===== src/rtl/la_cmd_pkg.sv =====
// Shared opcodes, response bytes, FSM state encodings and config widths for the
// logic-analyzer host command decoder.
package la_cmd_pkg;

    localparam int MASK_W = 3;
    localparam int DIV_W  = 16;

    localparam logic [7:0] OP_MASK  = 8'h4D;
    localparam logic [7:0] OP_DIV   = 8'h44;
    localparam logic [7:0] OP_ARM   = 8'h41;
    localparam logic [7:0] OP_RST   = 8'h52;
    localparam logic [7:0] ACK_BYTE = 8'h06;
    localparam logic [7:0] NAK_BYTE = 8'h15;

    localparam logic [2:0] ST_IDLE           = 3'd0;
    localparam logic [2:0] ST_CMD_WAIT_EMPTY = 3'd1;
    localparam logic [2:0] ST_ARG_WAIT       = 3'd2;
    localparam logic [2:0] ST_ARG_WAIT_EMPTY = 3'd3;
    localparam logic [2:0] ST_EXECUTE        = 3'd4;
    localparam logic [2:0] ST_SEND_ACK       = 3'd5;

    typedef enum logic [2:0] {
        IDLE           = ST_IDLE,
        CMD_WAIT_EMPTY = ST_CMD_WAIT_EMPTY,
        ARG_WAIT       = ST_ARG_WAIT,
        ARG_WAIT_EMPTY = ST_ARG_WAIT_EMPTY,
        EXECUTE        = ST_EXECUTE,
        SEND_ACK       = ST_SEND_ACK
    } state_t;

    typedef struct packed {
        logic [MASK_W-1:0] mask;
        logic [DIV_W-1:0]  div;
    } cfg_t;

    // Number of argument bytes that follow each opcode.
    function automatic logic [1:0] arg_count(input logic [7:0] op);
        case (op)
            OP_MASK: return 2'd1;
            OP_DIV:  return 2'd2;
            default: return 2'd0;
        endcase
    endfunction

endpackage


===== src/rtl/uart_cmd_decoder_if.sv =====
// UART RX unload handshake plus the ACK/NAK response handshake toward the TX arbiter.
// master = command decoder side, slave = UART receiver / TX arbiter side.
interface uart_cmd_decoder_if;
    logic       UART_rxempty;
    logic [7:0] UART_rx_data;
    logic       UART_uld_rx_data;
    logic       ack_ready;
    logic       ack_valid;
    logic [7:0] ack_data;

    modport master (
        input  UART_rxempty,
        input  UART_rx_data,
        output UART_uld_rx_data,
        input  ack_ready,
        output ack_valid,
        output ack_data
    );

    modport slave (
        output UART_rxempty,
        output UART_rx_data,
        input  UART_uld_rx_data,
        output ack_ready,
        input  ack_valid,
        input  ack_data
    );
endinterface


===== src/rtl/cmd_timeout_timer.sv =====
// Inter-byte timeout counter: clear wins over enable, expired holds once reached.
// Latency: expired rises TIMEOUT_CYCLES-1 enabled cycles after the last clear; no backpressure.
module cmd_timeout_timer #(
    parameter int TIMEOUT_CYCLES = 5_000_000
) (
    input  logic clk,
    input  logic rst_n,
    input  logic clear,
    input  logic enable,
    output logic expired
);

    localparam int CW = (TIMEOUT_CYCLES > 1) ? $clog2(TIMEOUT_CYCLES) : 1;
    localparam logic [CW-1:0] LAST = CW'(TIMEOUT_CYCLES - 1);

    logic [CW-1:0] cnt;

    always_ff @(posedge clk or negedge rst_n) begin
        if (!rst_n) begin
            cnt <= '0;
        end else if (clear) begin
            cnt <= '0;
        end else if (enable && !expired) begin
            cnt <= cnt + CW'(1);
        end
    end

    assign expired = (cnt == LAST);

endmodule


===== src/rtl/uart_cmd_decoder.sv =====
// Parses host opcodes from the UART RX buffer, updates capture config, answers each command with ACK/NAK.
// Latency: ~3 cycles byte-to-pulse; RX bytes stay unconsumed while a response waits for ack_ready.
module uart_cmd_decoder
    import la_cmd_pkg::*;
#(
    parameter int                TIMEOUT_CYCLES = 5_000_000,
    parameter logic [MASK_W-1:0] MASK_RESET     = 3'b111,
    parameter logic [DIV_W-1:0]  DIV_RESET      = 16'd1
) (
    input  logic                clk,
    input  logic                rst_n,
    uart_cmd_decoder_if.master  bus,
    input  logic                capture_active,
    output logic [MASK_W-1:0]   trigger_mask,
    output logic [DIV_W-1:0]    sample_div,
    output logic                arm_pulse,
    output logic                capture_rst_pulse,
    output logic                busy,
    output logic [7:0]          error_count,
    output logic [2:0]          state_debug
);

    state_t      state;
    logic [7:0]  opcode;
    logic [15:0] args;
    logic [1:0]  args_left;
    logic        uld_q;
    logic        ack_valid_q;
    logic [7:0]  ack_data_q;
    cfg_t        cfg;

    logic expired;
    logic count_en;
    logic timed_out;
    logic byte_accept;
    logic exec_ok;
    logic do_mask;
    logic do_div;
    logic do_arm;
    logic do_rst;
    logic err_inc;

    assign count_en    = (state == CMD_WAIT_EMPTY) || (state == ARG_WAIT) || (state == ARG_WAIT_EMPTY);
    assign timed_out   = count_en && expired;
    assign byte_accept = ((state == IDLE) || (state == ARG_WAIT)) && !bus.UART_rxempty && !timed_out;

    cmd_timeout_timer #(
        .TIMEOUT_CYCLES (TIMEOUT_CYCLES)
    ) u_timer (
        .clk     (clk),
        .rst_n   (rst_n),
        .clear   (byte_accept || !count_en),
        .enable  (count_en),
        .expired (expired)
    );

    // Command legality; only meaningful while in EXECUTE.
    always_comb begin
        do_mask = 1'b0;
        do_div  = 1'b0;
        do_arm  = 1'b0;
        do_rst  = 1'b0;
        case (opcode)
            OP_MASK: do_mask = !capture_active;
            OP_DIV:  do_div  = !capture_active && (args != 16'h0000);
            OP_ARM:  do_arm  = !capture_active;
            OP_RST:  do_rst  = 1'b1;
            default: ;
        endcase
        exec_ok = do_mask || do_div || do_arm || do_rst;
        err_inc = timed_out || ((state == EXECUTE) && !exec_ok);
    end

    always_ff @(posedge clk or negedge rst_n) begin
        if (!rst_n) begin
            state             <= IDLE;
            opcode            <= 8'h00;
            args              <= 16'h0000;
            args_left         <= 2'd0;
            uld_q             <= 1'b0;
            ack_valid_q       <= 1'b0;
            ack_data_q        <= 8'h00;
            arm_pulse         <= 1'b0;
            capture_rst_pulse <= 1'b0;
        end else begin
            uld_q             <= 1'b0;
            arm_pulse         <= 1'b0;
            capture_rst_pulse <= 1'b0;
            if (timed_out) begin
                ack_data_q  <= NAK_BYTE;
                ack_valid_q <= 1'b1;
                state       <= SEND_ACK;
            end else begin
                case (state)
                    IDLE: begin
                        if (byte_accept) begin
                            opcode <= bus.UART_rx_data;
                            uld_q  <= 1'b1;
                            state  <= CMD_WAIT_EMPTY;
                        end
                    end
                    CMD_WAIT_EMPTY: begin
                        if (bus.UART_rxempty) begin
                            args_left <= arg_count(opcode);
                            state     <= (arg_count(opcode) == 2'd0) ? EXECUTE : ARG_WAIT;
                        end
                    end
                    ARG_WAIT: begin
                        if (byte_accept) begin
                            args      <= {args[7:0], bus.UART_rx_data};
                            args_left <= args_left - 2'd1;
                            uld_q     <= 1'b1;
                            state     <= ARG_WAIT_EMPTY;
                        end
                    end
                    ARG_WAIT_EMPTY: begin
                        if (bus.UART_rxempty) begin
                            state <= (args_left == 2'd0) ? EXECUTE : ARG_WAIT;
                        end
                    end
                    EXECUTE: begin
                        ack_data_q        <= exec_ok ? ACK_BYTE : NAK_BYTE;
                        ack_valid_q       <= 1'b1;
                        arm_pulse         <= do_arm;
                        capture_rst_pulse <= do_rst;
                        state             <= SEND_ACK;
                    end
                    SEND_ACK: begin
                        if (ack_valid_q && bus.ack_ready) begin
                            ack_valid_q <= 1'b0;
                            state       <= IDLE;
                        end
                    end
                    default: state <= IDLE;
                endcase
            end
        end
    end

    always_ff @(posedge clk or negedge rst_n) begin
        if (!rst_n) begin
            cfg.mask <= MASK_RESET;
            cfg.div  <= DIV_RESET;
        end else if (state == EXECUTE) begin
            if (do_mask) cfg.mask <= args[MASK_W-1:0];
            if (do_div)  cfg.div  <= args;
        end
    end

    always_ff @(posedge clk or negedge rst_n) begin
        if (!rst_n) begin
            error_count <= 8'h00;
        end else if (err_inc && (error_count != 8'hFF)) begin
            error_count <= error_count + 8'h01;
        end
    end

    assign bus.UART_uld_rx_data = uld_q;
    assign bus.ack_valid        = ack_valid_q;
    assign bus.ack_data         = ack_data_q;
    assign trigger_mask         = cfg.mask;
    assign sample_div           = cfg.div;
    assign busy                 = (state != IDLE);
    assign state_debug          = state;

endmodule

===== src/flat_wrapper.sv =====
// flat-port wrapper written by rule: the top's interface ports become plain ports
module uart_cmd_decoder_flat import la_cmd_pkg::*;
#(
    parameter int                TIMEOUT_CYCLES = 5_000_000,
    parameter logic [MASK_W-1:0] MASK_RESET     = 3'b111,
    parameter logic [DIV_W-1:0]  DIV_RESET      = 16'd1
)
  (clk, rst_n, capture_active, trigger_mask, sample_div, arm_pulse, capture_rst_pulse, busy, error_count, state_debug, bus_UART_rxempty, bus_UART_rx_data, bus_UART_uld_rx_data, bus_ack_ready, bus_ack_valid, bus_ack_data);
  uart_cmd_decoder_if bus_i ();
  input  logic clk;
  input  logic rst_n;
  input  logic capture_active;
  output logic [MASK_W-1:0] trigger_mask;
  output logic [DIV_W-1:0] sample_div;
  output logic arm_pulse;
  output logic capture_rst_pulse;
  output logic busy;
  output logic [7:0] error_count;
  output logic [2:0] state_debug;
  input wire logic [$bits(bus_i.UART_rxempty)-1:0] bus_UART_rxempty;
  input wire logic [$bits(bus_i.UART_rx_data)-1:0] bus_UART_rx_data;
  output wire logic [$bits(bus_i.UART_uld_rx_data)-1:0] bus_UART_uld_rx_data;
  input wire logic [$bits(bus_i.ack_ready)-1:0] bus_ack_ready;
  output wire logic [$bits(bus_i.ack_valid)-1:0] bus_ack_valid;
  output wire logic [$bits(bus_i.ack_data)-1:0] bus_ack_data;
  assign bus_i.UART_rxempty = bus_UART_rxempty;
  assign bus_i.UART_rx_data = bus_UART_rx_data;
  assign bus_UART_uld_rx_data = bus_i.UART_uld_rx_data;
  assign bus_i.ack_ready = bus_ack_ready;
  assign bus_ack_valid = bus_i.ack_valid;
  assign bus_ack_data = bus_i.ack_data;
  uart_cmd_decoder #(.TIMEOUT_CYCLES(TIMEOUT_CYCLES), .MASK_RESET(MASK_RESET), .DIV_RESET(DIV_RESET)) u_core (.clk(clk), .rst_n(rst_n), .bus(bus_i), .capture_active(capture_active), .trigger_mask(trigger_mask), .sample_div(sample_div), .arm_pulse(arm_pulse), .capture_rst_pulse(capture_rst_pulse), .busy(busy), .error_count(error_count), .state_debug(state_debug));
endmodule

===== config.mk =====
export PLATFORM = sky130hd
export DESIGN_NAME = uart_cmd_decoder_flat
export DESIGN_NICKNAME = d
export VERILOG_FILES = /design/src/rtl/la_cmd_pkg.sv /design/src/rtl/uart_cmd_decoder_if.sv /design/src/rtl/cmd_timeout_timer.sv /design/src/rtl/uart_cmd_decoder.sv /design/src/flat_wrapper.sv
export SDC_FILE = /design/constraint.sdc
export NUM_CORES = 1
export LEC_CHECK = 0
export CORE_MARGIN = 4
export CORE_UTILIZATION = 34
export CTS_BUF_LIST = sky130_fd_sc_hd__clkbuf_16
export DETAILED_ROUTE_END_ITERATION = 8
export GPL_TIMING_DRIVEN = 0
export MAX_ROUTING_LAYER = met4
export PLACE_DENSITY = 0.64
export SLEW_MARGIN = 40
export SYNTH_ARGS = -nofsm -noshare
export SYNTH_HDL_FRONTEND = slang
export SYNTH_SLANG_ARGS = --single-unit
export TNS_END_PERCENT = 100

===== constraint.sdc =====
create_clock -name clk -period 2.5 [get_ports clk]
set_clock_uncertainty 0.05 [all_clocks]
set_input_delay 0.375 -clock clk [delete_from_list [all_inputs] [get_ports clk]]
set_output_delay 0.375 -clock clk [all_outputs]
set_load 0.01 [all_outputs]

==> metrics.txt <==
DP Worst Slack=-95.8 ps; count of pins over their slew limit=0; global-route wire length before repair=between 10000 and 15000 µm; Reg clk slew, reported paths=60 ps; number of global-route vias before repair=about 2900; post-synth cell types=50; most frequent cells in the layout=82 x dfrtp_1, 49 x clkdlybuf4s50_1, 40 x nor2_1; minimum clock period=2400 ps; Die ar.=13600 µm²; initial antenna violation count=0; maxcap violations=0; FP Rows=39; drt initial violations=102; detailed-route via count=2789; #FFs+latches synth=between 80 and 90; CTS tree=built; H-tree Lvls=3; RR Startpoint=u_core.state_debug[0]; Hold Path Class=reg2reg; EDFF count, synth=0; Post-Place Cells=approximately 540; fin crit share=0.958; post-synthesis cell count=344; final setup vio count=0; NumNets Final=around 430; IO Port Bufs=50; Routed Antenna Nets=0; Core ar.=between 10000 and 15000 µm²; DRC errors left=0; CTS sink cnt=86; vias per cell=~5.0; DPL Wire Length=~6100 µm; average size of a mapped cell=~12 µm²; clock tree buffer depth=2; Clock Latency Late Sink=approximately 340 ps; Fill cells=between 1000 and 1500; HP Start=u_core.bus.ack_data[2]; PwrDens=between 800 and 900 nW/µm²; worst setup path start=u_core.state_debug[2]; Ports=between 50 and 60; Switch Pwr=between 1 and 1.5 mW; DIE HEIGHT=around 120 µm; total gr overflow=0; root buf cell=clkbuf_16; Seq pwr share=0.408; layout cells sized above 1=0.233; Clk pwr share=0.333; Crit Path Class=reg2out; CP Max Fanout=10; combinational power share=0.259; Pre-Repair DR Iteration Count=5; number of CTS-inserted buffers=9; Final Power=4.31 mW; GPL Wtd Cong=roughly 0.87; CP Data Required Time=around 2100 ps; Slew headroom=0.595; switch share=0.304; Hold Vio Cnt, Final=0; GRT Overall Usage=0.140; Max VDD drop=about 0.44 mV; f_max=between 0.4 and 0.5 GHz; Placed Instance Area=around 4800 µm²; Fin Hold WS=about 420 ps; pin count of the biggest net entering global routing=51; status=complete, no violations; final worst slack=roughly 100 ps; most common cell after layout, fill and taps aside=dfrtp_1; Setup Total Neg Slack=0 ps; cell-internal power=~3.0 mW; Post-Route WL=~8600 µm; mapped cell area=about 4000 µm²; Routed WL per cell=between 15 and 20 µm; initial core utilization=0.350; Ys Warns=0; post-route insts no fill=about 560; Most used DFF post-synth=dfrtp_1; Worst Path Arrival=1970 ps; register area share after synthesis=0.536; crit end category=primary output; utilization after layout=0.445; leakage power=roughly 2.3 nW; area added between synthesis and finish=27.3%; cell area after layout=~5000 µm²; ys async rst share=1.00; Die W=approximately 120 µm; n_diodes=0; Slew @ Worst Pin=604 ps; kind of start point of the critical path=flip-flop
-- sequential cells by signal (all words and copies together) (netlist names), 2 cells and up --
signal               cells
u_core.state_debug       3
u_core.bus.ack_data      3
u_core.opcode            8
u_core.args_left         2
u_core.args             16
u_core.u_timer.cnt      23
u_core.trigger_mask      3
u_core.sample_div       16
u_core.error_count       8
-- final cells by class --
| class | count | area [µm²] | area share |
|---|---|---|---|
| clock inverter | 7 | 96.3 | 0.0188 |
| clock buffer | 9 | 225 | 0.0439 |
| tap | 143 | 179 | 0.0349 |
| sequential | 86 | 2160 | 0.421 |
| inverter | 4 | 15.0 | 0.00293 |
| multi-input combinational | 241 | 1790 | 0.350 |
| buffer | 15 | 106 | 0.0208 |
| timing repair buffer | 54 | 554 | 0.108 |
-- cell families after synthesis --
group	share of synthesized area
fa+ha+maj	0.00933
compound gates	0.0466
xor+xnor	0.0500
other cells	0.000932
buf+inv	0.0298
mux	0.136
simple gates	0.191
flops	0.536
-- per-layer routing --
layer,up-vias,GRT usage,wire (µm)
met5,-,-,0
met4,0,0.0474,184
met3,14,0.0375,281
met2,54,0.213,3950
met1,1363,0.184,4200
li1,1358,-,-
-- synth_stat cells, types with 2 or more instances --
cell	count	area [µm²]
dfrtp_1	82	2050
nor2_1	40	150
mux2_2	34	383
nand3_1	19	95.1
nand2_1	18	67.6
xor2_1	14	123
mux2_4	11	165
a21oi_1	9	45.0
xnor2_1	9	78.8
nor4_1	8	50.1
buf_4	7	52.6
nand4_1	7	43.8
clkbuf_1	6	22.5
nor3_1	6	30.0
a41oi_1	5	43.8
and4_1	5	43.8
nor2b_1	5	31.3
nor4b_1	5	43.8
and3_1	4	25.0
dfstp_2	4	105
inv_1	4	15.0
o21ai_0	4	20.0
ha_1	3	37.5
or3_1	3	18.8
a21o_1	2	15.0
and2_1	2	12.5
buf_2	2	10.0
nand2b_1	2	12.5
or2_2	2	12.5
or4b_2	2	20.0
-- path summary, 6_finish.rpt --
check	endpoint	slack, ps	cells past startpoint
setup / recovery	busy	100	4
hold / removal	u_core.bus.ack_data[2]	420	1
setup reg to reg	u_core.error_count[1]	140	6
hold reg to reg	u_core.bus.ack_data[2]	420	1
max in group asynchronous	u_core.trigger_mask[0]	1330	3
min in group asynchronous	u_core.u_timer.cnt[14]	460	2
-- timing repair --
| action | CTS | global route |
|---|---|---|
| endpoints found under the setup margin | 20 | 41 |
| resized for setup | 1 | 11 |
| endpoints found under the hold margin | 36 | 0 |
| hold buffers | 1 | 0 |
| setup buffers | 2 | 0 |
| pin swaps | 1 | 0 |
-- critical path, stage by stage (launching register included) --
cell             delay, ps
dfrtp_1                390
buf_2                  200
clkbuf_2               210
or3_1                  340
clkdlybuf4s50_1        490
-- power by group through the flow --
stage | clock [mW] | combinational, mW | sequential, mW
2_1_floorplan | 0 | 0.641 | 1.77
3_3_place_gp | 0 | 1.07 | 1.77
3_5_place_dp | 0 | 1.10 | 1.78
4_1_cts | 1.47 | 1.11 | 1.76
5_1_grt | 1.54 | 1.24 | 1.80
6_report | 1.44 | 1.12 | 1.76
No activity file was read; power rests on OpenSTA's default activity.
